File: src/rtl/instr_fetch.sv
// ---------------------------------------------------------------------------
// instr_fetch
//   Fetch datapath for a multicycle RV32I core. Holds the program counter,
//   issues word reads to instruction memory over a ready handshake, buffers
//   the returned word and loads the instruction register on LoadIR.
//
// Ports
//   clock, reset          : rising-edge clock, asynchronous active-high reset
//   PCWrite               : update PC and launch a fetch of the current PC
//   LoadIR                : load IR from the fetched word (buffer or bypass)
//   PCSource              : 0 -> next PC = PC+4, 1 -> next PC = branch_target
//   branch_target         : redirect address, sampled with PCWrite
//   mem_addr/mem_rd       : word read request, held until mem_ready
//   mem_rdata/mem_ready   : read data and single-cycle completion
//   pc, fetch_pc, instr   : current PC, address of IR word, instruction reg
//   opcode..funct7        : RV32I fields sliced from instr
//   fetch_busy            : fetch outstanding, LoadIR not yet satisfiable
//   fetch_err             : sticky fault (timeout or misaligned target)
// ---------------------------------------------------------------------------
module instr_fetch #(
   parameter logic [31:0] RESET_PC = 32'h0000_0000,
   parameter int unsigned TIMEOUT  = 15
) (
   input  logic        clock,
   input  logic        reset,
   input  logic        PCWrite,
   input  logic        LoadIR,
   input  logic        PCSource,
   input  logic [31:0] branch_target,
   output logic [31:0] mem_addr,
   output logic        mem_rd,
   input  logic [31:0] mem_rdata,
   input  logic        mem_ready,
   output logic [31:0] pc,
   output logic [31:0] fetch_pc,
   output logic [31:0] instr,
   output logic [6:0]  opcode,
   output logic [4:0]  rd,
   output logic [2:0]  funct3,
   output logic [4:0]  rs1,
   output logic [4:0]  rs2,
   output logic [6:0]  funct7,
   output logic        fetch_busy,
   output logic        fetch_err
);

   localparam logic [31:0] NOP_INSTR = 32'h0000_0013;
   localparam logic [7:0]  TIMEOUT_C = 8'(TIMEOUT);

   typedef enum logic [2:0] {
      IDLE = 3'd0,
      REQ  = 3'd1,
      WAIT = 3'd2,
      DONE = 3'd3,
      ERR  = 3'd4
   } state_t;

   state_t      state_r;
   logic [31:0] pc_r;
   logic [31:0] addr_r;       // address A of the word being / last fetched
   logic [31:0] buf_r;
   logic        buf_valid_r;
   logic [31:0] instr_r;
   logic [31:0] fetch_pc_r;
   logic [31:0] mem_addr_r;
   logic        mem_rd_r;
   logic        busy_r;
   logic        err_r;
   logic [7:0]  cnt_r;

   logic [31:0] pc_next_s;
   logic        misaligned_s;

   // Next-PC selection and redirect alignment check
   always_comb begin
      pc_next_s    = 32'h0000_0000;
      misaligned_s = 1'b0;
      if (PCSource) begin
         pc_next_s    = branch_target;
         misaligned_s = (branch_target[1:0] != 2'b00);
      end else begin
         pc_next_s    = pc_r + 32'd4;   // wraps mod 2^32
         misaligned_s = 1'b0;
      end
   end

   // Fetch FSM, PC/IR datapath and registered handshake outputs
   always_ff @(posedge clock or posedge reset) begin
      if (reset) begin
         state_r     <= IDLE;
         pc_r        <= RESET_PC;
         addr_r      <= RESET_PC;
         buf_r       <= 32'h0000_0000;
         buf_valid_r <= 1'b0;
         instr_r     <= NOP_INSTR;
         fetch_pc_r  <= RESET_PC;
         mem_addr_r  <= 32'h0000_0000;
         mem_rd_r    <= 1'b0;
         busy_r      <= 1'b0;
         err_r       <= 1'b0;
         cnt_r       <= 8'd0;
      end else begin
         case (state_r)
            IDLE, DONE: begin
               // IR load uses the old buffer/address even if a new fetch
               // launches on the same edge (non-blocking ordering).
               if (LoadIR && buf_valid_r) begin
                  instr_r    <= buf_r;
                  fetch_pc_r <= addr_r;
               end
               if (PCWrite) begin
                  if (misaligned_s) begin
                     err_r   <= 1'b1;
                     state_r <= ERR;
                  end else begin
                     addr_r      <= pc_r;
                     mem_addr_r  <= pc_r;
                     pc_r        <= pc_next_s;
                     buf_valid_r <= 1'b0;
                     mem_rd_r    <= 1'b1;
                     busy_r      <= 1'b1;
                     cnt_r       <= 8'd0;
                     state_r     <= REQ;
                  end
               end
            end
            REQ, WAIT: begin
               // PCWrite is deliberately ignored while a request is open.
               if (mem_ready) begin
                  buf_r       <= mem_rdata;
                  buf_valid_r <= 1'b1;
                  mem_rd_r    <= 1'b0;
                  busy_r      <= 1'b0;
                  state_r     <= DONE;
                  if (LoadIR) begin
                     instr_r    <= mem_rdata;   // bypass the buffer
                     fetch_pc_r <= addr_r;
                  end
               end else if (state_r == REQ) begin
                  cnt_r   <= 8'd1;
                  state_r <= WAIT;
               end else if (cnt_r >= TIMEOUT_C) begin
                  err_r    <= 1'b1;
                  mem_rd_r <= 1'b0;
                  busy_r   <= 1'b0;
                  state_r  <= ERR;
               end else begin
                  cnt_r <= cnt_r + 8'd1;
               end
            end
            ERR: begin
               // Sticky until reset; all strobes ignored.
               mem_rd_r <= 1'b0;
               busy_r   <= 1'b0;
               err_r    <= 1'b1;
            end
            default: begin
               mem_rd_r <= 1'b0;
               busy_r   <= 1'b0;
               err_r    <= 1'b1;
               state_r  <= ERR;
            end
         endcase
      end
   end

   assign pc         = pc_r;
   assign fetch_pc   = fetch_pc_r;
   assign instr      = instr_r;
   assign mem_addr   = mem_addr_r;
   assign mem_rd     = mem_rd_r;
   assign fetch_busy = busy_r;
   assign fetch_err  = err_r;

   assign opcode = instr_r[6:0];
   assign rd     = instr_r[11:7];
   assign funct3 = instr_r[14:12];
   assign rs1    = instr_r[19:15];
   assign rs2    = instr_r[24:20];
   assign funct7 = instr_r[31:25];

endmodule
File: config.mk
export PLATFORM = sky130hd
export DESIGN_NAME = instr_fetch
export DESIGN_NICKNAME = d
export VERILOG_FILES = /design/src/rtl/instr_fetch.sv
export SDC_FILE = /design/constraint.sdc
export NUM_CORES = 1
export LEC_CHECK = 0
export CAP_MARGIN = 20
export CORE_MARGIN = 4
export CORE_UTILIZATION = 25
export CTS_CLUSTER_SIZE = 20
export DETAILED_ROUTE_END_ITERATION = 10
export GPL_TIMING_DRIVEN = 1
export PLACE_DENSITY_LB_ADDON = 0.1
export SYNTH_ARGS = -nofsm -noshare
export SYNTH_HDL_FRONTEND = slang
export SYNTH_SLANG_ARGS = --single-unit
File: constraint.sdc
create_clock -name clock -period 7.84 [get_ports clock]
set_input_delay 1.568 -clock clock [delete_from_list [all_inputs] [get_ports clock]]
set_output_delay 1.568 -clock clock [all_outputs]
set_load 0.05 [all_outputs]
==> run_results.csv <==
group,metric,value,unit
power_and_ir_drop,peakVddDrop,0.193,mV
cells_and_area,n_antenna_cell,0,
worst_setup_path,startpoint_type,"input port",
power_and_ir_drop,seq_power_share,29.7,%
cells_and_area,drive_gt1_share,12.3,%
sta,final.setup_skew,0.0140,ns
clocking,clock_latency,0.44,ns
job,drv_cap,0,
worst_setup_path,path_class,"in2reg",
global_routing,antenna_found_initial,3,
drt,drc,0,
cells_and_area,finalNetCount,1023,
floorplanning,die_area,0.0354,mm²
yosys,synth_top_cell_by_area,"dfrtp_1",
drt,antenna_left,0,
worst_setup_path,end_kind,"register",
clocking,clk_pin_slew_worst_paths,0.07,ns
sta,hold_viol_final,0,
floorplanning,die_y,188,µm
global_routing,grt_pass1_wl,38.9,mm
cells_and_area,area_growth,37.2,%
yosys,synthCells,773,
floorplanning,fp-row-count,65,
floorplanning,initial_core_util,25.5,%
yosys,async_flop_share,100,%
clocking,cts_buffer_depth,2,
clocking,cts_setup_buffers,0,
yosys,synth_edf_count,0,
sta,rsz0062_at_grt,"false",
cells_and_area,final_core_util,35.1,%
clocking,cts_resized,0,
clocking,ctsRootBufferMaster,"clkbuf_16",
yosys,synth_top_area_share,52.7,%
clocking,cts_tree,"yes",
power_and_ir_drop,p_int,2.77,mW
clocking,cts_made_buffers,17,
placement,gp_congestion,0.746,
drt,routed_wl,24.6,mm
power_and_ir_drop,power.density,494,mW/mm²
yosys,avgSynthCellArea,10.5,µm²
global_routing,track_usage,13.8,%
worst_setup_path,worstPathArrival,4.34,ns
yosys,synth.most_common_cell,"dfrtp_1",
sta,slew_viol_final,0,
yosys,synth_cell_types,56,
sta,setup_violations,0,
sta,min_period,4.06,ns
yosys,yosys-top-cells-area,"dfrtp_1 53%, mux2_2 9.0%, nand2_1 5.6%, mux2i_1 5.3%, a21oi_1 4.1%",
yosys,synth_seq_cells,174,
clocking,clkSinkCount,174,
clocking,h-tree-depth,4,
placement,numPortBuffers,232,
power_and_ir_drop,p_switching,2.74,mW
yosys,ys_top_cells_by_count,"171 x dfrtp_1, 122 x nand2_1, 66 x a21oi_1",
worst_hold_path,hp-class,"reg2reg",
sta,fin_crit_sh,51.8,%
sta,tns,0,ns
yosys,synth_area,0.00812,mm²
worst_setup_path,required,8.12,ns
drt,vias,6354,
floorplanning,die_w,188,µm
floorplanning,io_pins,233,
sta,maxSlewHeadroom,36.2,%
yosys,yosysWarnings,0,
worst_setup_path,crit_path_max_fanout,64,
drt,routedWlPerCell,17.6,µm
power_and_ir_drop,pwr-share-clk,15.6,%
global_routing,grt_max_degree,104,
yosys,synth_flop_cell,"dfrtp_1",
placement,hpwl,16.4,mm
power_and_ir_drop,leakage,4.66,nW
yosys,synth_fp_nets,845,
sta,tightest_slew,0.958,ns
global_routing,grt_pass1_vias,6432,
clocking,hold_buffers,0,
sta,fmaxAchievable,246,MHz
drt,drtIter0Drc,398,
status,status,"finished clean",
power_and_ir_drop,pwr-share-comb,54.7,%
floorplanning,core-area,0.0318,mm²
drt,drtPass1Iterations,4,
global_routing,grt_overflow_total,0,
yosys,seq_area_frac_synth,53.7,%
power_and_ir_drop,sw_frac_of_total,49.8,%
drt,via_per_inst,4.54,
[worst max-delay path, cell delays in order]
cell and delay (ns):
clkdlybuf4s50_1 0.39, buf_4 0.26, o21ai_0 0.34, and4b_2 0.31
buf_4 0.55, nand2_1 0.55, o22ai_1 0.28, a21oi_1 0.06
[final timing paths]
check | startpoint | end | slack, ns | cells past startpoint
hold / removal | buf_valid_r | buf_valid_r | 0.48 | 2
max in group asynchronous | reset | instr[5] | 4.75 | 3
setup / recovery | PCSource | pc[25] | 3.78 | 8
min in group asynchronous | reset | fetch_pc[14] | 1.63 | 2
hold reg to reg | buf_valid_r | buf_valid_r | 0.48 | 2
setup reg to reg | state_r[0] | pc[25] | 5.09 | 6
[through the flow]
step	cell area, µm²	hold WS, ns	cells	total power, mW	worst slack (ns)
detailed placement	10600	0.470	1367	4.71	3.28
floorplan	8120	0.447	773	3.78	1.56
finish	11100	0.480	1399	5.51	3.78
global route	11100	0.508	1399	5.82	3.54
CTS	11100	0.485	1399	5.60	3.74
global placement	10600	0.466	1367	4.69	3.41
[layer usage]
layer  global-route usage, %  up-vias  wire (µm)
li1                        -     3035          -
met1                    19.1     3106      11400
met2                    21.4      185      11200
met3                    3.89       22       1720
met4                    3.61        6        234
met5                       0        -         45
[layout by cell type (no fill, tap or decap), types with 6 or more instances in the layout]
cell and n:
o22ai_1 11, nor3_1 12, o21ai_0 27, nand4_1 8
dfrtp_1 171, buf_4 8, clkbuf_16 17, inv_1 6
nor2_1 57, and2_1 7, mux2i_1 43, clkdlybuf4s50_1 232
mux2_2 65, and3_1 13, nand3_1 17, a21oi_1 66
nand2_1 122
[cell families (layout without fill, tap and decap cells)]
kind of cell | count (synthesis) | after routing | synth area share, %
multiplexers | 108 | 108 | 14.3
adder cells (fa/ha/maj) | 2 | 2 | 0.308
XOR/XNOR | 2 | 2 | 0.447
flip-flops | 174 | 174 | 53.7
AND/OR/NAND/NOR | 262 | 262 | 14.9
buffers and inverters | 89 | 280 | 6.55
AO/OA/AOI/OAI | 136 | 136 | 9.83
[flip-flops by register name (all words and copies together) (netlist names)]
signal,count
buf_valid_r,1
instr,32
fetch_busy,1
buf_r,32
pc,32
cnt_r,8
fetch_pc,32
state_r,3
fetch_err,1
mem_addr,32
[area by class of cell]
class	instances	area [µm²]
clock buffers	18	439
multi-input cells	510	3240
well taps	435	544
repair buffers	240	2380
clock inverters	14	144
inverters	8	37.5
flip-flops and latches	174	4360
fillers	3269	20700
[power groups by stage]
| stage | registers [mW] | logic, mW | clock network, mW |
|---|---|---|---|
| floorplan | 2.52 | 1.26 | 0 |
| global placement | 1.65 | 3.04 | 0 |
| detailed placement | 1.66 | 3.04 | 0 |
| CTS | 1.65 | 3.05 | 0.900 |
| global route | 1.71 | 3.18 | 0.928 |
| finish | 1.64 | 3.02 | 0.857 |
Note: power is estimated with default switching activity, not from simulation.
